--- config.mk ---
export PLATFORM = sky130hd
export DESIGN_NAME = pwm_counter_compare
export DESIGN_NICKNAME = d
export VERILOG_FILES = /design/src/rtl/pwm_pkg.sv /design/src/rtl/pwm_deadtime.sv /design/src/rtl/pwm_counter_compare.sv
export SDC_FILE = /design/constraint.sdc
export NUM_CORES = 1
export LEC_CHECK = 0
export BUFFER_PORTS_ARGS = -buffer_cell sky130_fd_sc_hd__buf_4
export CAP_MARGIN = 5
export CELL_PAD_IN_SITES_DETAIL_PLACEMENT = 1
export CELL_PAD_IN_SITES_GLOBAL_PLACEMENT = 1
export CORE_AREA = 2 2 85 87
export CTS_BUF_LIST = sky130_fd_sc_hd__clkbuf_8 sky130_fd_sc_hd__clkbuf_16
export CTS_CLUSTER_SIZE = 28
export DETAILED_ROUTE_END_ITERATION = 10
export DIE_AREA = 0 0 87 89
export GPL_TIMING_DRIVEN = 1
export PLACE_DENSITY = 0.79
export SLEW_MARGIN = 0
export SYNTH_ARGS = -nofsm -noshare
export SYNTH_HDL_FRONTEND = slang
export SYNTH_SLANG_ARGS = --single-unit
--- constraint.sdc ---
create_clock -name CLK -period 2.7 [get_ports CLK]
set_input_delay 0.135 -clock CLK [delete_from_list [all_inputs] [get_ports CLK]]
set_output_delay 0.135 -clock CLK [all_outputs]
set_load 0.005 [all_outputs]
--- src/rtl/pwm_pkg.sv ---
// Shared types and defaults for the PWM counter/compare stage.
package pwm_pkg;

    localparam int PWM_CNT_W = 16;
    localparam int PWM_DT_W  = 8;

    typedef logic [PWM_CNT_W-1:0] pwm_cnt_t;

    typedef enum logic {
        PWM_POL_HIGH = 1'b0,
        PWM_POL_LOW  = 1'b1
    } pwm_pol_e;

    // Map an internal active level onto the pin level for the given polarity.
    function automatic logic pwm_drive(input logic active, input pwm_pol_e pol);
        return active ^ (pol == PWM_POL_LOW);
    endfunction

endpackage

--- src/rtl/pwm_deadtime.sv ---
// Dead-time insertion between the main and complementary PWM legs.
// Only built when PWM_DEADTIME_EN is defined.
`ifdef PWM_DEADTIME_EN
module pwm_deadtime #(
    parameter int DT_W = 8
) (
    input  logic            CLK,
    input  logic            RST_N,
    input  logic            ACT,
    input  logic [DT_W-1:0] DEADTIME,
    output logic            OUT_P,
    output logic            OUT_N
);

    logic            prev_q, prev_d;
    logic [DT_W-1:0] run_q, run_d;

    // run_d counts how many earlier cycles ACT has already held its current value.
    always_comb begin
        prev_d = ACT;
        run_d  = '0;
        if (ACT == prev_q) begin
            run_d = (run_q == '1) ? run_q : run_q + 1'b1;
        end
    end

    // Level history; restarts after reset as if ACT had been low.
    always_ff @(posedge CLK or negedge RST_N) begin
        if (!RST_N) begin
            prev_q <= 1'b0;
            run_q  <= '0;
        end else begin
            prev_q <= prev_d;
            run_q  <= run_d;
        end
    end

    // Each leg waits out the dead time before going active; it drops on its own edge.
    assign OUT_P = ACT  & (run_d >= DEADTIME);
    assign OUT_N = ~ACT & (run_d >= DEADTIME);

endmodule
`endif

--- src/rtl/pwm_counter_compare.sv ---
// PWM counter/compare stage: tick counter, double-buffered period/duty,
// comparator and registered main/complementary outputs.
// Optional dead-time insertion is enabled by defining PWM_DEADTIME_EN.
module pwm_counter_compare
    import pwm_pkg::*;
#(
    parameter int CNT_W = PWM_CNT_W,
    parameter int DT_W  = PWM_DT_W
) (
    input  logic             CLK,
    input  logic             RST_N,
    input  logic             PWM_CLKE,
    input  logic             EN,
    input  logic [CNT_W-1:0] PERIOD,
    input  logic [CNT_W-1:0] DUTY,
    input  logic             POLARITY,
    input  logic [DT_W-1:0]  DEADTIME,
    output logic             PWM_OUT,
    output logic             PWM_OUT_N,
    output logic             PERIOD_END,
    output logic [CNT_W-1:0] CNT
);

    logic [CNT_W-1:0] cnt_q, cnt_d;
    logic [CNT_W-1:0] per_sh_q, per_sh_d;
    logic [CNT_W-1:0] duty_sh_q, duty_sh_d;
    logic             period_end_q, period_end_d;
    logic             out_p_q, out_p_d;
    logic             out_n_q, out_n_d;
    logic             act;
    logic             wrap;
    logic             out_p_raw;
    logic             out_n_raw;

    assign act  = (cnt_q < duty_sh_q);
    assign wrap = PWM_CLKE & (cnt_q == per_sh_q);

`ifdef PWM_DEADTIME_EN
    pwm_deadtime #(
        .DT_W (DT_W)
    ) u_deadtime (
        .CLK      (CLK),
        .RST_N    (RST_N),
        .ACT      (act),
        .DEADTIME (DEADTIME),
        .OUT_P    (out_p_raw),
        .OUT_N    (out_n_raw)
    );
`else
    logic unused_deadtime;
    assign unused_deadtime = ^DEADTIME;
    assign out_p_raw = act;
    assign out_n_raw = ~act;
`endif

    // Counter advance, shadow reloads at wrap (or continuously while disabled), output levels.
    always_comb begin
        cnt_d        = cnt_q;
        per_sh_d     = per_sh_q;
        duty_sh_d    = duty_sh_q;
        period_end_d = 1'b0;
        if (!EN) begin
            cnt_d     = '0;
            per_sh_d  = PERIOD;
            duty_sh_d = DUTY;
        end else begin
            if (PWM_CLKE) begin
                cnt_d = wrap ? '0 : cnt_q + 1'b1;
            end
            if (wrap) begin
                per_sh_d  = PERIOD;
                duty_sh_d = DUTY;
            end
            period_end_d = wrap;
        end
        out_p_d = EN & out_p_raw;
        out_n_d = EN & out_n_raw;
    end

    // State registers; outputs are held as active levels so reset means "inactive".
    always_ff @(posedge CLK or negedge RST_N) begin
        if (!RST_N) begin
            cnt_q        <= '0;
            per_sh_q     <= '0;
            duty_sh_q    <= '0;
            period_end_q <= 1'b0;
            out_p_q      <= 1'b0;
            out_n_q      <= 1'b0;
        end else begin
            cnt_q        <= cnt_d;
            per_sh_q     <= per_sh_d;
            duty_sh_q    <= duty_sh_d;
            period_end_q <= period_end_d;
            out_p_q      <= out_p_d;
            out_n_q      <= out_n_d;
        end
    end

    // Polarity is applied after the registers so the pins show the inactive
    // level during reset without needing an asynchronously loaded flop.
    assign PWM_OUT    = pwm_drive(out_p_q, pwm_pol_e'(POLARITY));
    assign PWM_OUT_N  = pwm_drive(out_n_q, pwm_pol_e'(POLARITY));
    assign PERIOD_END = period_end_q;
    assign CNT        = cnt_q;

endmodule
# Word-level counts from Yosys, hierarchy flattened
# Index checks and enable logic that the tools add are counted.
[word_totals] regBits=51 out_inout_bits=19 word_cells=25
[op_classes] n_addsub=1 n_lt_le_gt_ge=1 eq_ne=3 mux=8 bitwise_logic=6
[ops] op="two-way mux 16 bit" count=7
[ops] op="adder 16 x 1 -> 16 bit (second input constant)" count=1
[ops] op="equality test 16 bit" count=1
[ops] op="less-than comparator 16 bit" count=1
[ops] op="inequality test 2 x 1 -> 1 bit (second input constant)" count=2
[ops] op="bitwise AND 1 bit" count=3
[ops] op="XOR 1 bit" count=2
[ops] op="two-way mux 1 bit" count=1
[ops] op="inverter 1 bit" count=1

# Longest topological paths before layout
# Gate-level depths: netlist of run 1.
[depth] ltp_word=5 depth_mapped=7 ltp_nobuf=7

# Least setup slack after synthesis of run 1
# OpenSTA, ideal clock, no wires.
[synth_path] path_type="register to register" startpoint="register cnt_q[12] (netlist: CNT[12])" endpoint="register duty_sh_q[0]" setup_time_ps=125 arrival_ps=1907 required_ps=2575 path_slack_ps=668 path_stages_with_launch=7 n_path_buf=1 cell_sequence="dfrtp_1 -> xor2_1 -> nor4_4 -> nand3_2 -> o21ai_4 -> buf_12 -> mux2_4"
[synth_between] elab_chain_len=3
[synth_lines] element="from (decl)" line="pwm_counter_compare.sv:24" rtl="logic [CNT_W-1:0] cnt_q, cnt_d;"
[synth_lines] element="from (signal assigned)" line="pwm_counter_compare.sv:90" rtl="cnt_q <= cnt_d;"
[synth_lines] element="equality test 16 bit" line="pwm_counter_compare.sv:36" rtl="assign wrap = PWM_CLKE & (cnt_q == per_sh_q);"
[synth_lines] element="bitwise AND 1 bit" line="pwm_counter_compare.sv:36"
[synth_lines] element="inequality test 2 x 1 -> 1 bit (no line)"
[synth_lines] element="to (signal assigned)" line="pwm_counter_compare.sv:92" rtl="duty_sh_q <= duty_sh_d;"
[synth_lines] element="to (decl)" line="pwm_counter_compare.sv:26" rtl="logic [CNT_W-1:0] duty_sh_q, duty_sh_d;"
# No other way between the ends.
# A chain may end at the register's enable or synchronous reset.

# Worst setup path in the final report of run 1
[layout_path] startpoint="register cnt_q[2] (netlist: CNT[2])" endpoint="register per_sh_q[3]"
[layout_between] elab_chain_len=3
[layout_lines] element="equality test 16 bit" line="pwm_counter_compare.sv:36"
[layout_lines] element="bitwise AND 1 bit" line="pwm_counter_compare.sv:36"
[layout_lines] element="inequality test 2 x 1 -> 1 bit (no line)"
[layout_lines] element="to (signal assigned)" line="pwm_counter_compare.sv:91" rtl="per_sh_q <= per_sh_d;"
[layout_lines] element="to (decl)" line="pwm_counter_compare.sv:25" rtl="logic [CNT_W-1:0] per_sh_q, per_sh_d;"
# No other way between the ends.

==> impl_metrics.yaml, run 1 <==
run_status:
  status: "finished, final reports clean"
pwr:
  total_leakage_power_nw: 1.689
  power_w: 0.001661
  p_sw_w: 0.0003992
  vdd_drop_max_uv: 208.5
  pwr_density_cell_nw_per_um2: 482.8
  seq_power_share_pct: 51.3
  clkPwrFrac_pct: 33.6
  swShare_pct: 24.04
  pwr-share-comb_pct: 15.1
  p_int_w: 0.001261
yosys:
  yosysMostFrequentCell: "dfrtp_1"
  ys_top_cells_by_count: "dfrtp_1 (51), mux2_4 (25), inv_1 (23), nor2_1 (20), xnor2_1 (18)"
  synth.distinct_cells: 35
  ys_seq_area_share_pct: 45.09
  synth_top_area_share_pct: 45.09
  yosys.area.top_type: "dfrtp_1"
  ys_warn_count: 0
  avgSynthCellArea_sq_um: 11.84
  synth_cells: 239
  syn_area_sq_um: 2830
  synth_edf_count: 0
  async_flop_share_pct: 100.0
  synthTopCellsByArea: "dfrtp_1 (45%), mux2_4 (13%), ha_1 (7.1%), xnor2_1 (5.6%), xor2_1 (4.3%)"
  synth_ff_type: "dfrtp_1"
  synthesis.nets: 300
  synth-seq-cells: 51
worst_setup_path:
  critPathMaxStageDelay_ns: 0.51
  worstSetupEndpointType: "flop"
  cp-start-kind: "flop"
  cp_num_buf_inv: 1
  required_ns: 2.89
  crit_type: "flop to flop"
  crit_chain: "xor2_1 -> nor3_1 -> nand3_2 -> o21ai_4 -> buf_12 -> mux2_2"
  crit_fanout: 40
  worst_path_max_delay_cell: "dfrtp_1"
  critPathArrivalTime_ns: 2.35
  crit_family: "flip-flops"
sta:
  max_freq_ghz: 0.4642
  grt_setup_unrepaired: "no"
  maxSlewHeadroom_pct: 53.10
  tightest_slew_ns: 0.7028
  setup_tns_ns: 0
  skew_ns: 0.01141
  min_period_over_period_pct: 79.78
  slew_violations: 0
  fin_crit_ns: 2.154
  finalHoldViolations: 0
  setup_viol_count_final: 0
global_routing:
  antenna_found_initial: 0
  grt_pass1_vias: 2081
  grt_pass1_wl_mm: 10.32
  grt_overflow: 0
  grt.total_usage_pct: 17.29
  grt_max_degree: 52
drt:
  via_per_inst: 5.115
  first_pass_iters: 4
  routedWlPerCell_microns: 16.43
  drtIter0Drc: 97
  finalWirelength_mm: 6.259
  ant_nets: 0
  num_vias: 1949
  route.detailed.drc: 0
die:
  die_y_microns: 89
  num_rows: 30
  ios: 64
  initial_core_util_pct: 42.12
  die-area_sq_um: 7743
  coreArea_sq_um: 6719
  dieWidth_microns: 87
cts:
  htree_levels: 2
  cts_tree: "done"
  cts.reportedPaths.clkPinSlew_ns: 0.10
  clkSinkCount: 51
  clk_latency_ns: 0.31
  ctsResizeCount: 0
  cts_buffer_depth: 2
  clock-root-buffer: "clkbuf_8"
  cts-buffers-inserted: 5
worst_hold_path:
  hold_path.class: "input port to flop"
cells_and_area:
  n_antenna_cell: 0
  drive_above_1_share_pct: 34.22
  syn2layout_area_growth_pct: 21.53
  layout.nets: 361
job:
  timing.max_cap.violations: 0
place:
  dp.final_hpwl_mm: 4.635
  gp_congestion: 0.7402
  numPortBuffers: 55
==> power by group through the flow <==
stage                     Combinational [W]  Sequential (W)  Clock (W)
final                              0.000251        0.000852   0.000557
after global routing               0.000277        0.000860   0.000603
after CTS                          0.000257        0.000853   0.000576
after detailed placement           0.000253        0.000868          0
after global placement             0.000244        0.000865          0
after floorplan                    0.000167        0.000857          0
==> per-stage QoR <==
stage	setup slack (ns)	utilization (%)	hold WS, ns	cell area, sq um	cells
after global placement	0.6092	49.29	0.2107	3312	372
final	0.5458	51.19	0.05279	3440	381
after CTS	0.5405	51.19	0.04433	3440	381
after floorplan	0.6680	-	-0.1606	2830	239
after global routing	0.4490	51.19	0.03534	3440	381
after detailed placement	0.5668	49.29	0.2143	3312	372
==> registers in the layout, indices dropped and copies added (netlist names) <==
register / flops
per_sh_q: 16
out_n_q: 1
duty_sh_q: 16
CNT: 16
PERIOD_END: 1
out_p_q: 1
==> cells in the final DEF (no fill, tap or decap), drive strengths merged, types with 9 or more instances in the layout <==
cell / count
buf: 59
dfrtp: 51
ha: 16
inv: 23
mux2: 32
nand2: 9
nor2: 20
nor3: 9
xnor2: 18
xor2: 14
==> logic make-up (layout without fill, tap and decap cells) <==
logic type               count (synthesis)  after routing  synth area share (%)
AO/OA/AOI/OAI                           18             18                 4.465
XOR/XNOR                                32             32                 9.903
adder cells (fa/ha/maj)                 16             16                 7.073
buffers and inverters                   29             91                 5.659
flip-flops                              51             51                 45.09
multiplexers                            32             32                 16.05
AND/OR/NAND/NOR                         61             61                 11.76
==> layout make-up <==
class                           instances  area [sq um]
Multi-Input combinational cell        159          1394
Tap cell                               80         100.1
Fill cell                             729          3279
Clock buffer                            6         82.58
Clock inverter                          2         35.03
Sequential cell                        51          1276
Inverter                               23         86.33
Timing Repair Buffer                   60         465.4
==> final timing paths <==
check / from / end / slack (ns) / cells after the start
worst max register to register: CNT[2] / per_sh_q[3] / 0.55 / 6
worst min-delay path: DUTY[12] / duty_sh_q[12] / 0.05 / 2
max in group asynchronous: RST_N / CNT[8] / 1.86 / 2
worst max-delay path: CNT[2] / per_sh_q[3] / 0.55 / 6
min in group asynchronous: RST_N / per_sh_q[1] / 0.39 / 2
worst min register to register: duty_sh_q[6] / duty_sh_q[6] / 0.52 / 1
==> worst reg2reg max path: stages (launching register included) <==
cell and delay [ns]:
dfrtp_1 0.51, xor2_1 0.21, nor3_1 0.29, nand3_2 0.15, o21ai_4 0.21, buf_12 0.28
mux2_2 0.40
==> what timing repair did <==
item                      in CTS  in global routing
hold endpoints to repair      51                  0
hold buffers                   1                  0
setup buffers                  0                  0
==> per-layer routing <==
metal	share of wire, %	global-route usage, %	up-vias
li1	-	-	926
met2	50	29.84	39
met3	4.6	3.509	5
met4	0.89	4.261	0
met5	0	0	-
met1	44	22.35	979
(Power assumes the default switching activity.)
==> inputs of run 2 (changes only) <==
Settings changed: CORE_AREA 2 2 85 87 to 2 2 90 92, DIE_AREA 0 0 87 89 to 0 0 92 94, PLACE_DENSITY 0.79 to 0.74.
Clock period 2.7 ns to 1.9 ns, I/O delays scaled along.
==> run 2 against run 1 <==
Compared with the run above:
- the flow now finishes with violations (setup timing)
- worst hold slack got worse by 0.036 ns
- highest routed layer unchanged
- sequential power increased by 42%
- clock-buffer cell count unchanged
- critical path type unchanged
- flip-flop and latch count unchanged
- clock power increased by 16%
- critical path depth increased by 1
- routed wire length increased by 13%
==> impl_metrics.yaml, run 2 (synthesis results as in run 1) <==
run_status:
  status: "finished, violations left"
  violations: "setup timing"
drt:
  num_vias: 2072
  finalWirelength_mm: 7.089
  ant_nets: 0
  drtIter0Drc: 77
  via_per_inst: 4.763
  route.detailed.drc: 0
  routedWlPerCell_microns: 16.30
  first_pass_iters: 4
sta:
  tightest_slew_ns: 0.7713
  fin_crit_ns: 2.004
  grt_setup_unrepaired: "yes"
  max_freq_ghz: 0.4991
  finalHoldViolations: 0
  slew_violations: 0
  min_period_over_period_pct: 105.5
  fin_ws_ns: -0.1037
  worst_hold_slack_ns: 0.01639
  setup_viol_count_final: 32
  skew_ns: 0.01341
  maxSlewHeadroom_pct: 48.35
worst_hold_path:
  hold_end: "duty_sh_q[0]"
  hold_path.class: "input port to flop"
  hold_start: "DUTY[0]"
  holdPathStages: 2
worst_setup_path:
  rr_startpoint: "CNT[12]"
  crit_type: "flop to flop"
  r2r_end: "per_sh_q[3]"
  rrSetupSlack_ns: -0.10
  rr_worst_depth: 7
  crit_path_frequent_cell: "buf_12"
  worstSetupEndpointType: "flop"
  required_ns: 2.09
  cp-start-kind: "flop"
  crit_chain: "xor2_1 -> nor4_4 -> nand3_2 -> o21ai_4 -> buf_12 -> buf_12 -> mux2_2"
  critPathArrivalTime_ns: 2.20
  critPathMaxStageDelay_ns: 0.41
  crit_fanout: 9
  worst_path_max_delay_cell: "dfrtp_1"
place:
  dp.final_hpwl_mm: 4.978
  gp_congestion: 0.8036
  numPortBuffers: 55
  placed_area_sq_um: 3515
  dp_cells: 412
pwr:
  power_w: 0.002278
  pwr-share-comb_pct: 18.5
  seq_power_share_pct: 53.1
  swShare_pct: 25.39
  clkPwrFrac_pct: 28.3
  p_int_w: 0.001700
  vdd_drop_max_uv: 334.9
  total_leakage_power_nw: 1.876
  p_sw_w: 0.0005784
  pwr_density_cell_nw_per_um2: 594.3
cells_and_area:
  multiInputGateArea_sq_um: 1458
  post-route-util_pct: 50.39
  final_cell_mix: "buf_4 (77), dfrtp_1 (47), mux2_4 (30), inv_1 (24), nor2_1 (20)"
  final_common_cell: "buf_4"
  drive_above_1_share_pct: 40.84
  seq_area_sq_um: 1281
  stdcell_area_sq_um: 3834
  final_cells: 435
  syn2layout_area_growth_pct: 35.46
  layout.nets: 393
  final.fill_count: 833
  n_antenna_cell: 0
global_routing:
  antenna_found_initial: 0
  grt.total_usage_pct: 16.48
  grt_pass1_wl_mm: 11.01
  grt_pass1_vias: 2179
  grt_overflow: 0
  grt_max_degree: 52
die:
  ios: 64
  die_y_microns: 94
  num_rows: 32
  dieWidth_microns: 92
  initial_core_util_pct: 37.20
  die-area_sq_um: 8648
  coreArea_sq_um: 7607
cts:
  clock-root-buffer: "clkbuf_8"
  clkSinkCount: 51
  cts.reportedPaths.clkPinSlew_ns: 0.09
  htree_levels: 2
  cts_buffer_depth: 2
  clk_latency_ns: 0.31
  cts_tree: "done"
  cts-buffers-inserted: 5
job:
  timing.max_cap.violations: 0
==> run 2: cell count changes in the layout (fill, tap and decap cells not counted), moves of 4 or more <==
cell           delta
buf_4            +19
dlygate4sd3_1     +8
mux2_2            -5
mux2_4            +5
dfrtp_1           -4
dfrtp_2           +4
==> run 2: routing by layer <==
metal  global-route usage (%)  part of all wire, %  vias up
met5                        0                    0        -
met4                    4.851                 0.93        0
met3                    2.809                  3.8        5
met2                    28.25                   50       42
met1                    21.47                   46     1032
li1                         -                    -      993
==> run 2: worst max path at each step <==
stage	startpoint	endpoint	slack, ns
global route	CNT[12]	duty_sh_q[15]	-0.20
CTS	per_sh_q[3]	duty_sh_q[15]	-0.07
floorplan	CNT[3]	duty_sh_q[0]	-0.07
finish	CNT[12]	per_sh_q[3]	-0.10
global placement	per_sh_q[3]	per_sh_q[11]	-0.03
detailed placement	per_sh_q[1]	duty_sh_q[15]	-0.05
==> run 2: stage by stage <==
step	TNS, ns	setup WS, ns
after floorplan	-1.840	-0.07393
after global placement	-0.4754	-0.02590
after detailed placement	-0.9226	-0.04525
after CTS	-1.299	-0.06793
after global routing	-6.769	-0.2035
final	-2.628	-0.1037
==> run 2: final cells by class <==
type,instances,share of cell area (%)
Multi-Input combinational cell,159,38.02
Sequential cell,51,33.42
Timing Repair Buffer,92,20.59
Tap cell,102,3.329
Inverter,23,2.252
Clock buffer,6,2.154
Clock inverter,2,0.2285
==> run 2: power by group through the flow <==
stage	Combinational (W)	Clock, W	Sequential, W
after floorplan	0.000240	0	0.00122
after global placement	0.000370	0	0.00123
after detailed placement	0.000380	0	0.00123
after CTS	0.000405	0.000686	0.00121
after global routing	0.000465	0.000723	0.00122
final	0.000422	0.000646	0.00121
==> run 2: critical path: cells and delay by family (launching register included) <==
| kind | cells | cell delay (ns) |
|---|---|---|
| DFF | 1 | 0.41 |
| AOI/OAI and AO/OA | 1 | 0.20 |
| xor gates and xnor gates | 1 | 0.20 |
| muxes | 1 | 0.33 |
| buffers and inverters | 2 | 0.29 |
| and+or+nand+nor | 2 | 0.45 |
==> run 2: timing repair <==
| action | in CTS | in global routing |
|---|---|---|
| pin swaps | 0 | 3 |
| resized for setup | 5 | 4 |
| cloned | 0 | 2 |
| hold endpoints to repair | 59 | 0 |
| setup buffers | 0 | 4 |
| setup endpoints to repair | 30 | 45 |
| hold buffers | 9 | 0 |
